File: config.mk
export PLATFORM = sky130hd
export DESIGN_NAME = alu_exec_unit_flat
export DESIGN_NICKNAME = d
export VERILOG_FILES = /design/src/rtl/alu_exec_unit_if.sv /design/src/rtl/alu_exec_unit.sv /design/src/flat_wrapper.sv
export SDC_FILE = /design/constraint.sdc
export NUM_CORES = 1
export LEC_CHECK = 0
export BUFFER_PORTS_ARGS = -buffer_cell sky130_fd_sc_hd__buf_2
export CAP_MARGIN = 10
export CORE_ASPECT_RATIO = 1.2
export CORE_MARGIN = 3
export CORE_UTILIZATION = 45
export CTS_CLUSTER_SIZE = 28
export DETAILED_ROUTE_END_ITERATION = 16
export GPL_ROUTABILITY_DRIVEN = 0
export MAX_ROUTING_LAYER = met4
export SKIP_LAST_GASP = 1
export SLEW_MARGIN = 20
export SYNTH_ARGS = -nofsm -noshare
export SYNTH_HDL_FRONTEND = slang
export SYNTH_SLANG_ARGS = --single-unit
File: constraint.sdc
create_clock -name clk -period 5.64 [get_ports clk]
set_clock_uncertainty 0.15 [all_clocks]
set_input_delay 1.128 -clock clk [delete_from_list [all_inputs] [get_ports clk]]
set_output_delay 1.128 -clock clk [all_outputs]
set_load 0.01 [all_outputs]
File: src/rtl/alu_exec_unit_if.sv
// Request/response bundle between the decode stage and alu_exec_unit.
// The master drives operands and decoded fields; the slave returns the result and status.
interface alu_exec_unit_if #(
  parameter int unsigned XLEN = 32
);
  logic            in_valid;
  logic            in_ready;
  logic [1:0]      ALUOp;
  logic [2:0]      funct3;
  logic            funct7b5;
  logic            funct7b0;
  logic            opb5;
  logic [XLEN-1:0] SrcA;
  logic [XLEN-1:0] SrcB;
  logic            out_valid;
  logic            out_ready;
  logic [XLEN-1:0] ALUResult;
  logic            Zero;
  logic            busy;

  modport master (
    output in_valid, ALUOp, funct3, funct7b5, funct7b0, opb5, SrcA, SrcB, out_ready,
    input  in_ready, out_valid, ALUResult, Zero, busy
  );

  modport slave (
    input  in_valid, ALUOp, funct3, funct7b5, funct7b0, opb5, SrcA, SrcB, out_ready,
    output in_ready, out_valid, ALUResult, Zero, busy
  );
endinterface

File: src/rtl/alu_exec_unit.sv
// Registered ALU-control decode plus XLEN-bit ALU behind a valid/ready handshake.
// Define ALU_MULDIV_EN to add the iterative RV32M/RV64M multiply/divide engine.
module alu_exec_unit #(
  parameter int unsigned XLEN = 32
) (
  input  logic           clk,
  input  logic           reset,
  alu_exec_unit_if.slave bus
);
  localparam int unsigned SW = $clog2(XLEN);

  typedef enum logic [3:0] {
    OP_ADD, OP_SUB, OP_SLL, OP_SLT, OP_SLTU, OP_XOR, OP_SRL, OP_SRA, OP_OR, OP_AND
  } op_e;

`ifdef ALU_MULDIV_EN
  typedef enum logic [1:0] {S_IDLE, S_BUSY, S_DONE} state_e;
`else
  typedef enum logic {S_IDLE, S_DONE} state_e;
`endif

  state_e          state_q;
  logic [XLEN-1:0] res_q;
  op_e             op_d;
  logic [XLEN-1:0] alu_d;
  logic [SW-1:0]   shamt;
  logic            accept;

  assign bus.in_ready  = (state_q == S_IDLE) | ((state_q == S_DONE) & bus.out_ready);
  assign accept        = bus.in_valid & bus.in_ready;
  assign bus.out_valid = (state_q == S_DONE);
  assign bus.ALUResult = res_q;
  assign bus.Zero      = (res_q == '0);
  assign shamt         = bus.SrcB[SW-1:0];

  always_comb begin
    op_d = OP_ADD;
    case (bus.ALUOp)
      2'b01: op_d = OP_SUB;
      2'b10: begin
        case (bus.funct3)
          3'b000:  op_d = (bus.funct7b5 & bus.opb5) ? OP_SUB : OP_ADD;
          3'b001:  op_d = OP_SLL;
          3'b010:  op_d = OP_SLT;
          3'b011:  op_d = OP_SLTU;
          3'b100:  op_d = OP_XOR;
          3'b101:  op_d = bus.funct7b5 ? OP_SRA : OP_SRL;
          3'b110:  op_d = OP_OR;
          default: op_d = OP_AND;
        endcase
      end
      default: op_d = OP_ADD;
    endcase
  end

  always_comb begin
    alu_d = '0;
    case (op_d)
      OP_ADD:  alu_d = bus.SrcA + bus.SrcB;
      OP_SUB:  alu_d = bus.SrcA - bus.SrcB;
      OP_SLL:  alu_d = bus.SrcA << shamt;
      OP_SLT:  alu_d = {{(XLEN-1){1'b0}}, ($signed(bus.SrcA) < $signed(bus.SrcB))};
      OP_SLTU: alu_d = {{(XLEN-1){1'b0}}, (bus.SrcA < bus.SrcB)};
      OP_XOR:  alu_d = bus.SrcA ^ bus.SrcB;
      OP_SRL:  alu_d = bus.SrcA >> shamt;
      OP_SRA:  alu_d = $unsigned($signed(bus.SrcA) >>> shamt);
      OP_OR:   alu_d = bus.SrcA | bus.SrcB;
      OP_AND:  alu_d = bus.SrcA & bus.SrcB;
      default: alu_d = '0;
    endcase
  end

`ifdef ALU_MULDIV_EN
  localparam int unsigned CW = $clog2(XLEN) + 1;

  logic [CW-1:0]     cnt_q;
  logic [2:0]        mf3_q;
  logic [XLEN-1:0]   hi_q, lo_q, mcand_q, a_q;
  logic              negq_q, negr_q, div0_q;
  logic              md_sel, a_sgn, b_sgn;
  logic [XLEN-1:0]   ma_d, mb_d, hi_d, lo_d, fin_d, quo_s, rem_s;
  logic [XLEN:0]     psum, rsh;
  logic [XLEN+1:0]   rdiff;
  logic [2*XLEN-1:0] prod_s;

  assign md_sel   = (bus.ALUOp == 2'b10) & bus.opb5 & bus.funct7b0;
  assign bus.busy = (state_q == S_BUSY);

  // Which operands are treated as signed: mulh/div/rem both, mulhsu only A.
  always_comb begin
    a_sgn = 1'b0;
    b_sgn = 1'b0;
    case (bus.funct3)
      3'b001, 3'b100, 3'b110: begin
        a_sgn = bus.SrcA[XLEN-1];
        b_sgn = bus.SrcB[XLEN-1];
      end
      3'b010:  a_sgn = bus.SrcA[XLEN-1];
      default: ;
    endcase
  end

  assign ma_d = a_sgn ? -bus.SrcA : bus.SrcA;
  assign mb_d = b_sgn ? -bus.SrcB : bus.SrcB;

  // hi:lo is the product accumulator for multiply, remainder:quotient for divide.
  always_comb begin
    psum  = {1'b0, hi_q} + {1'b0, (mcand_q & {XLEN{lo_q[0]}})};
    rsh   = {hi_q, lo_q[XLEN-1]};
    rdiff = {1'b0, rsh} - {2'b00, mcand_q};
    if (!mf3_q[2]) begin
      hi_d = psum[XLEN:1];
      lo_d = {psum[0], lo_q[XLEN-1:1]};
    end else if (!rdiff[XLEN+1]) begin
      hi_d = rdiff[XLEN-1:0];
      lo_d = {lo_q[XLEN-2:0], 1'b1};
    end else begin
      hi_d = rsh[XLEN-1:0];
      lo_d = {lo_q[XLEN-2:0], 1'b0};
    end
  end

  // Signed overflow needs no special case: |min|/1 = min with no negation, remainder 0.
  always_comb begin
    prod_s = negq_q ? -{hi_q, lo_q} : {hi_q, lo_q};
    quo_s  = div0_q ? '1  : (negq_q ? -lo_q : lo_q);
    rem_s  = div0_q ? a_q : (negr_q ? -hi_q : hi_q);
    case (mf3_q)
      3'b000:                 fin_d = prod_s[XLEN-1:0];
      3'b001, 3'b010, 3'b011: fin_d = prod_s[2*XLEN-1:XLEN];
      3'b100, 3'b101:         fin_d = quo_s;
      default:                fin_d = rem_s;
    endcase
  end
`else
  logic unused_f7b0;
  assign unused_f7b0 = bus.funct7b0;
  assign bus.busy    = 1'b0;
`endif

  always_ff @(posedge clk or posedge reset) begin
    if (reset) begin
      state_q <= S_IDLE;
      res_q   <= '0;
`ifdef ALU_MULDIV_EN
      cnt_q   <= '0;
      mf3_q   <= '0;
      hi_q    <= '0;
      lo_q    <= '0;
      mcand_q <= '0;
      a_q     <= '0;
      negq_q  <= 1'b0;
      negr_q  <= 1'b0;
      div0_q  <= 1'b0;
`endif
    end else begin
      case (state_q)
`ifdef ALU_MULDIV_EN
        S_BUSY: begin
          if (cnt_q == CW'(XLEN)) begin
            state_q <= S_DONE;
            res_q   <= fin_d;
            cnt_q   <= '0;
          end else begin
            hi_q  <= hi_d;
            lo_q  <= lo_d;
            cnt_q <= cnt_q + 1'b1;
          end
        end
`endif
        default: begin
          if (accept) begin
`ifdef ALU_MULDIV_EN
            if (md_sel) begin
              state_q <= S_BUSY;
              mf3_q   <= bus.funct3;
              hi_q    <= '0;
              lo_q    <= ma_d;
              mcand_q <= mb_d;
              a_q     <= bus.SrcA;
              negq_q  <= a_sgn ^ b_sgn;
              negr_q  <= a_sgn;
              div0_q  <= (bus.SrcB == '0);
              cnt_q   <= '0;
            end else
`endif
            begin
              state_q <= S_DONE;
              res_q   <= alu_d;
            end
          end else if ((state_q == S_DONE) && bus.out_ready) begin
            state_q <= S_IDLE;
          end
        end
      endcase
    end
  end
endmodule

File: src/flat_wrapper.sv
// flat-port wrapper written by rule: the top's interface ports become plain ports
module alu_exec_unit_flat 
#(
  parameter int unsigned XLEN = 32
)
  (clk, reset, bus_in_valid, bus_ALUOp, bus_funct3, bus_funct7b5, bus_funct7b0, bus_opb5, bus_SrcA, bus_SrcB, bus_out_ready, bus_in_ready, bus_out_valid, bus_ALUResult, bus_Zero, bus_busy);
  alu_exec_unit_if #(.XLEN(XLEN)) bus_i ();
  input  logic clk;
  input  logic reset;
  input wire logic [$bits(bus_i.in_valid)-1:0] bus_in_valid;
  input wire logic [$bits(bus_i.ALUOp)-1:0] bus_ALUOp;
  input wire logic [$bits(bus_i.funct3)-1:0] bus_funct3;
  input wire logic [$bits(bus_i.funct7b5)-1:0] bus_funct7b5;
  input wire logic [$bits(bus_i.funct7b0)-1:0] bus_funct7b0;
  input wire logic [$bits(bus_i.opb5)-1:0] bus_opb5;
  input wire logic [$bits(bus_i.SrcA)-1:0] bus_SrcA;
  input wire logic [$bits(bus_i.SrcB)-1:0] bus_SrcB;
  input wire logic [$bits(bus_i.out_ready)-1:0] bus_out_ready;
  output wire logic [$bits(bus_i.in_ready)-1:0] bus_in_ready;
  output wire logic [$bits(bus_i.out_valid)-1:0] bus_out_valid;
  output wire logic [$bits(bus_i.ALUResult)-1:0] bus_ALUResult;
  output wire logic [$bits(bus_i.Zero)-1:0] bus_Zero;
  output wire logic [$bits(bus_i.busy)-1:0] bus_busy;
  assign bus_i.in_valid = bus_in_valid;
  assign bus_i.ALUOp = bus_ALUOp;
  assign bus_i.funct3 = bus_funct3;
  assign bus_i.funct7b5 = bus_funct7b5;
  assign bus_i.funct7b0 = bus_funct7b0;
  assign bus_i.opb5 = bus_opb5;
  assign bus_i.SrcA = bus_SrcA;
  assign bus_i.SrcB = bus_SrcB;
  assign bus_i.out_ready = bus_out_ready;
  assign bus_in_ready = bus_i.in_ready;
  assign bus_out_valid = bus_i.out_valid;
  assign bus_ALUResult = bus_i.ALUResult;
  assign bus_Zero = bus_i.Zero;
  assign bus_busy = bus_i.busy;
  alu_exec_unit #(.XLEN(XLEN)) u_core (.clk(clk), .reset(reset), .bus(bus_i));
endmodule
=== Word-level counts from Yosys, hierarchy flattened ===
Cells that the tools add are included.

* Add/subtract/negate cells: 2
* Muxes and demuxes: 7
* Reductions and logical operators: 5
* Shift-type cells: 3
* Magnitude comparators: 2
* Eq/ne operators: 17
* Bitwise gates (word level): 8

{| class="wikitable"
|+ Operator list
! kind !! number
|-
| $pmux W32 S10 || 1
|-
| $lt A32 B32 Y1 || 2
|-
| $add A32 B32 Y32 || 1
|-
| $and A32 B32 Y32 || 1
|-
| $logic_not A32 Y1 || 1
|-
| $or A32 B32 Y32 || 1
|-
| $shl A32 B5 Y32 || 1
|-
| $shr A32 B5 Y32 || 1
|-
| $sshr A32 B5 Y32 || 1
|-
| $sub A32 B32 Y32 || 1
|-
| $xor A32 B32 Y32 || 1
|-
| $pmux W4 S7 || 1
|-
| $eq A4 B3 Y1 const B || 4
|-
| $eq A3 B3 Y1 const B || 3
|-
| $eq A4 B2 Y1 const B || 2
|-
| $eq A4 B4 Y1 const B || 2
|-
| $pmux W4 S2 || 1
|-
| $eq A3 B2 Y1 const B || 2
|-
| $eq A4 B1 Y1 const B || 1
|-
| $logic_not A4 Y1 || 1
|-
| $mux W1 || 4
|-
| $and A1 B1 Y1 || 3
|-
| $eq A3 B1 Y1 const B || 1
|-
| $logic_not A3 Y1 || 1
|-
| 6 further kinds || 6
|}

* Input port bits: 76
* Output and inout port bits: 36
* Bits in registers: 33
* Logic and storage cells: 46

=== Longest topological paths before layout ===
* Depth after elaboration: 6
* Depth in mapped cells: 15
* Depth with buffers taken out: 13

=== Worst setup path after synthesis ===
No wires, ideal clock.

* Kind: input -> register
* Start: in bus_SrcB[3]
* End: reg u_core.res_q[23] (netlist: u_core.bus.ALUResult[23])
* Arrival time: 4.150 ns
* Path buffers: 3
* Library setup time: 0.136 ns
* Data required time: 5.354 ns
* Slack: 1.203 ns
* Stages: 14
* Cells stage by stage: clkbuf_1 > inv_2 > buf_1 > clkbuf_1 > ha_1 > a21o_1 > a31o_2 > a221o_1 > o21ai_1 > nor3_1 > or3_1 > a221o_1 > nand2_1 > a31oi_1

* Cells in the longest elaborated chain, start to end: 2
* Elaborated cells on any way between the ends: 6
* Classes of those cells: add/sub: 2; shift: 3; mux: 1

{| class="wikitable"
|+ RTL lines
! item !! line !! source
|-
| start: declaration || flat_wrapper.sv:17 || <nowiki>input wire logic [$bits(bus_i.SrcB)-1:0] bus_SrcB;</nowiki>
|-
| $sub A32 B32 Y32 (tied with other cells) || alu_exec_unit.sv:60 || <nowiki>OP_SUB: alu_d = bus.SrcA - bus.SrcB;</nowiki>
|-
| $pmux W32 S10 * || alu_exec_unit.sv:58 || <nowiki>case (op_d)</nowiki>
|-
| end signal: assignment || alu_exec_unit.sv:189 || <nowiki>res_q <= alu_d;</nowiki>
|-
| end: declaration || alu_exec_unit.sv:23 || <nowiki>logic [XLEN-1:0] res_q;</nowiki>
|}

Mark *: on every way between the ends. The rest lies on a longest branch, timed or not.
A chain may end at the register's enable or synchronous reset.

=== Worst setup path in the final report ===
* Start: in bus_SrcA[9]
* End: reg u_core.res_q[28] (netlist: u_core.bus.ALUResult[28])

* Cells in the longest elaborated chain, start to end: 2
* Elaborated cells on any way between the ends: 6
* Classes of those cells: add/sub: 2; shift: 3; mux: 1

{| class="wikitable"
|+ RTL lines
! item !! line !! source
|-
| start: declaration || flat_wrapper.sv:16 || <nowiki>input wire logic [$bits(bus_i.SrcA)-1:0] bus_SrcA;</nowiki>
|-
| $sub A32 B32 Y32 (tied with other cells) || alu_exec_unit.sv:60 ||
|-
| $pmux W32 S10 * || alu_exec_unit.sv:58 ||
|}

Marks and branches as above.

==> flow_metrics.py <==
metrics = {
    "outcome": {
        "status": "completed",
    },
    "routing": {
        "first_pass_iters": 8,
        "postRouteAntennaNets": 0,
        "drc_errors": 0,
        "vias_per_cell": 7.00,
        "wl_mm": 45.4,
        "vias": 12780,
        "wire_per_inst_um": 24.9,
        "drt_iter0_markers": 2047,
    },
    "power_and_ir_drop": {
        "p_per_area_mw_per_mm2": 164,
        "power_uw": 1810,
        "leakagePower_uw": 0.00476,
        "peakVddDrop_v": 0.000120,
    },
    "floorplanning": {
        "die-area_mm2": 0.0247,
        "num_io_pins": 112,
        "die_height_um": 171,
        "core_mm2": 0.0221,
        "start_util": 0.465,
        "die-width_um": 144,
        "fp-row-count": 59,
    },
    "logic_synthesis": {
        "syn_nets": 1698,
        "synth_enable_flop_cells": 0,
        "synth-seq-cells": 33,
        "syn_inst": 1521,
        "synth.distinct_cells": 82,
        "synth-async-reset-ratio": 1.00,
        "avgSynthCellArea_um2": 6.75,
        "ys.flop_type": "dfrtp_1",
        "synth.cell_area_mm2": 0.0103,
        "ys.warnings.count": 0,
        "yosysSeqAreaShare": 0.0804,
    },
    "critical_path": {
        "slowest_stage": "nor4b_1",
        "cpPeakStageDelay_ns": 0.75,
        "startpoint_type": "input pin",
        "cp_max_fo": 12,
        "crit_type": "in -> reg",
        "setup.worst_path.end_class": "register",
        "worstPathCellList": "buf_2 -> inv_1 -> ha_1 -> nor3_1 -> a221oi_1 -> o31ai_1 -> nor4b_1 -> o211ai_1 -> a21oi_1 -> xnor2_1 -> nor2_1 -> o22a_1",
        "cp.arrival_ns": 4.70,
        "cp.required_ns": 5.66,
    },
    "global_routing": {
        "grt_max_degree": 91,
        "met3_usage": 0.0615,
        "grt_overflow": 0,
        "met1_usage": 0.480,
        "grt_first_pass_wirelength_mm": 67.0,
        "antenna_found_initial": 2,
        "track_usage": 0.361,
        "busiest_layer": "met2",
        "grt_pass1_vias": 11272,
        "use_met2": 0.552,
    },
    "clock_tree": {
        "numCtsBuffers": 5,
        "cts_tree": "done",
        "postCtsHoldBufs": 0,
        "clk_pin_slew_ns": 0.05,
        "cts.repair.resized": 0,
        "htreeDepth": 2,
        "clockBufferDepth": 2,
        "clk-insertion-delay-late_ns": 0.28,
        "clock_sinks": 33,
        "post-cts-setup-buffers": 0,
        "cts-root-buf": "clkbuf_16",
    },
    "sta": {
        "setup-tns-final_ns": 0,
        "max_clock_freq_ghz": 0.214,
        "fin_crit_sh": 0.830,
        "setup_viol": 0,
        "worstMarginPinSlew_ns": 1.18,
        "period_minus_slack_ns": 4.68,
        "slew_headroom": 0.211,
        "final-hold-violation-count": 0,
        "rsz0062_at_grt": "no",
        "drv_slew": 0,
        "layout_setup_ws_ns": 0.959,
    },
    "layout": {
        "final_cell_mix": "nor2_1 (205), a21oi_1 (197), o21ai_0 (122)",
        "fillers": 2293,
        "areaGrowthSynthToFinish_pct": 7.87,
        "final_common_cell": "nor2_1",
        "final_layout_size_suffix_gt1_frac": 0.141,
        "layout.nets": 1726,
    },
    "job": {
        "cap_violations": 0,
    },
    "placement": {
        "dp_hpwl_mm": 34.7,
        "port-buffer-count": 109,
        "dp_slack_ns": 0.883,
    },
    "hold_path": {
        "min_path_type": "reg -> reg",
    },
}
==> state kept, by name, summed over array words and instances, names as in the netlist <==
register,flops
u_core.bus.out_valid,1
u_core.bus.ALUResult,32
==> power breakdown <==
part | internal (uW) | switching, uW | total [uW]
sequential | 288 | 51.7 | 340
clock | 221 | 111 | 332
combinational | 409 | 734 | 1140
==> metal layers <==
| metal | up-vias | wire, um |
|---|---|---|
| met4 | 0 | 2020 |
| met1 | 5984 | 17800 |
| met3 | 169 | 5470 |
| met5 | - | 0 |
| li1 | 5700 | - |
| met2 | 927 | 20100 |
==> per-stage QoR <==
stage | hold WS (ns) | instances | instance area, um2 | util
floorplan | 0.410 | 1521 | 10300 | -
global placement | 0.365 | 1816 | 10900 | 0.494
detailed placement | 0.370 | 1816 | 10900 | 0.494
CTS | 0.381 | 1824 | 11100 | 0.502
global route | 0.399 | 1826 | 11100 | 0.502
finish | 0.379 | 1826 | 11100 | 0.502
==> worst paths after layout <==
path | startpoint | to | slack [ns] | cells after the start
worst max-delay path | bus_SrcA[9] | u_core.bus.ALUResult[28]$_DFFE_PP0P_ | 0.96 | 12
worst min-delay path | u_core.bus.ALUResult[15]$_DFFE_PP0P_ | u_core.bus.ALUResult[15]$_DFFE_PP0P_ | 0.38 | 2
worst max register to register | u_core.bus.out_valid$_DFFE_PP0P_ | u_core.bus.ALUResult[17]$_DFFE_PP0P_ | 2.93 | 8
worst min register to register | u_core.bus.ALUResult[15]$_DFFE_PP0P_ | u_core.bus.ALUResult[15]$_DFFE_PP0P_ | 0.38 | 2
max in group asynchronous | reset | u_core.bus.ALUResult[12]$_DFFE_PP0P_ | 4.23 | 3
min in group asynchronous | reset | u_core.bus.ALUResult[23]$_DFFE_PP0P_ | 0.79 | 3
==> final cells by class <==
| cell class | instances | area [um2] | area share |
|---|---|---|---|
| multi-input combinational | 1270 | 8580 | 0.774 |
| sequential | 33 | 826 | 0.0746 |
| timing repair buffer | 140 | 781 | 0.0705 |
| inverter | 99 | 372 | 0.0335 |
| tap | 274 | 343 | 0.0309 |
| clock buffer | 7 | 143 | 0.0129 |
| clock inverter | 1 | 30.0 | 0.00271 |
| antenna | 2 | 5.00 | 0.000452 |
==> cells by family after synthesis <==
family,Yosys count,synth area share
muxes,98,0.130
buffers and inverters,218,0.0864
xor gates and xnor gates,9,0.00768
and+or+nand+nor,469,0.203
DFF,33,0.0804
AOI/OAI and AO/OA,592,0.368
adders and majority gates,101,0.125
other,1,0.000365
==> Yosys cell counts (all sizes together), types with 11 or more instances <==
| library cell | instances | area, um2 |
|---|---|---|
| clkbuf | 68 | 255 |
| nor2 | 207 | 777 |
| ha | 99 | 1240 |
| a221oi | 16 | 146 |
| o211ai | 28 | 210 |
| buf | 51 | 260 |
| o22ai | 17 | 106 |
| mux4 | 25 | 563 |
| a31oi | 27 | 169 |
| nor4 | 19 | 119 |
| nand2 | 112 | 420 |
| o21bai | 12 | 90.1 |
| o221ai | 12 | 105 |
| nand2b | 14 | 87.6 |
| o21ai | 130 | 658 |
| mux2i | 50 | 504 |
| inv | 99 | 372 |
| dfrtp | 33 | 826 |
| nand3 | 32 | 160 |
| nor2b | 11 | 68.8 |
| a21oi | 199 | 1000 |
| o31ai | 14 | 105 |
| mux2 | 23 | 263 |
| a211oi | 28 | 220 |
| nor3 | 28 | 140 |
==> worst max-delay path: cells and delay by family <==
family | cells | cell delay [ns]
AO/OA/AOI/OAI | 5 | 1.40
XOR/XNOR | 1 | 0.18
adder cells (fa/ha/maj) | 1 | 0.57
buffers and inverters | 2 | 0.40
AND/OR/NAND/NOR | 3 | 1.02
Power figures use the tool's default switching activity.
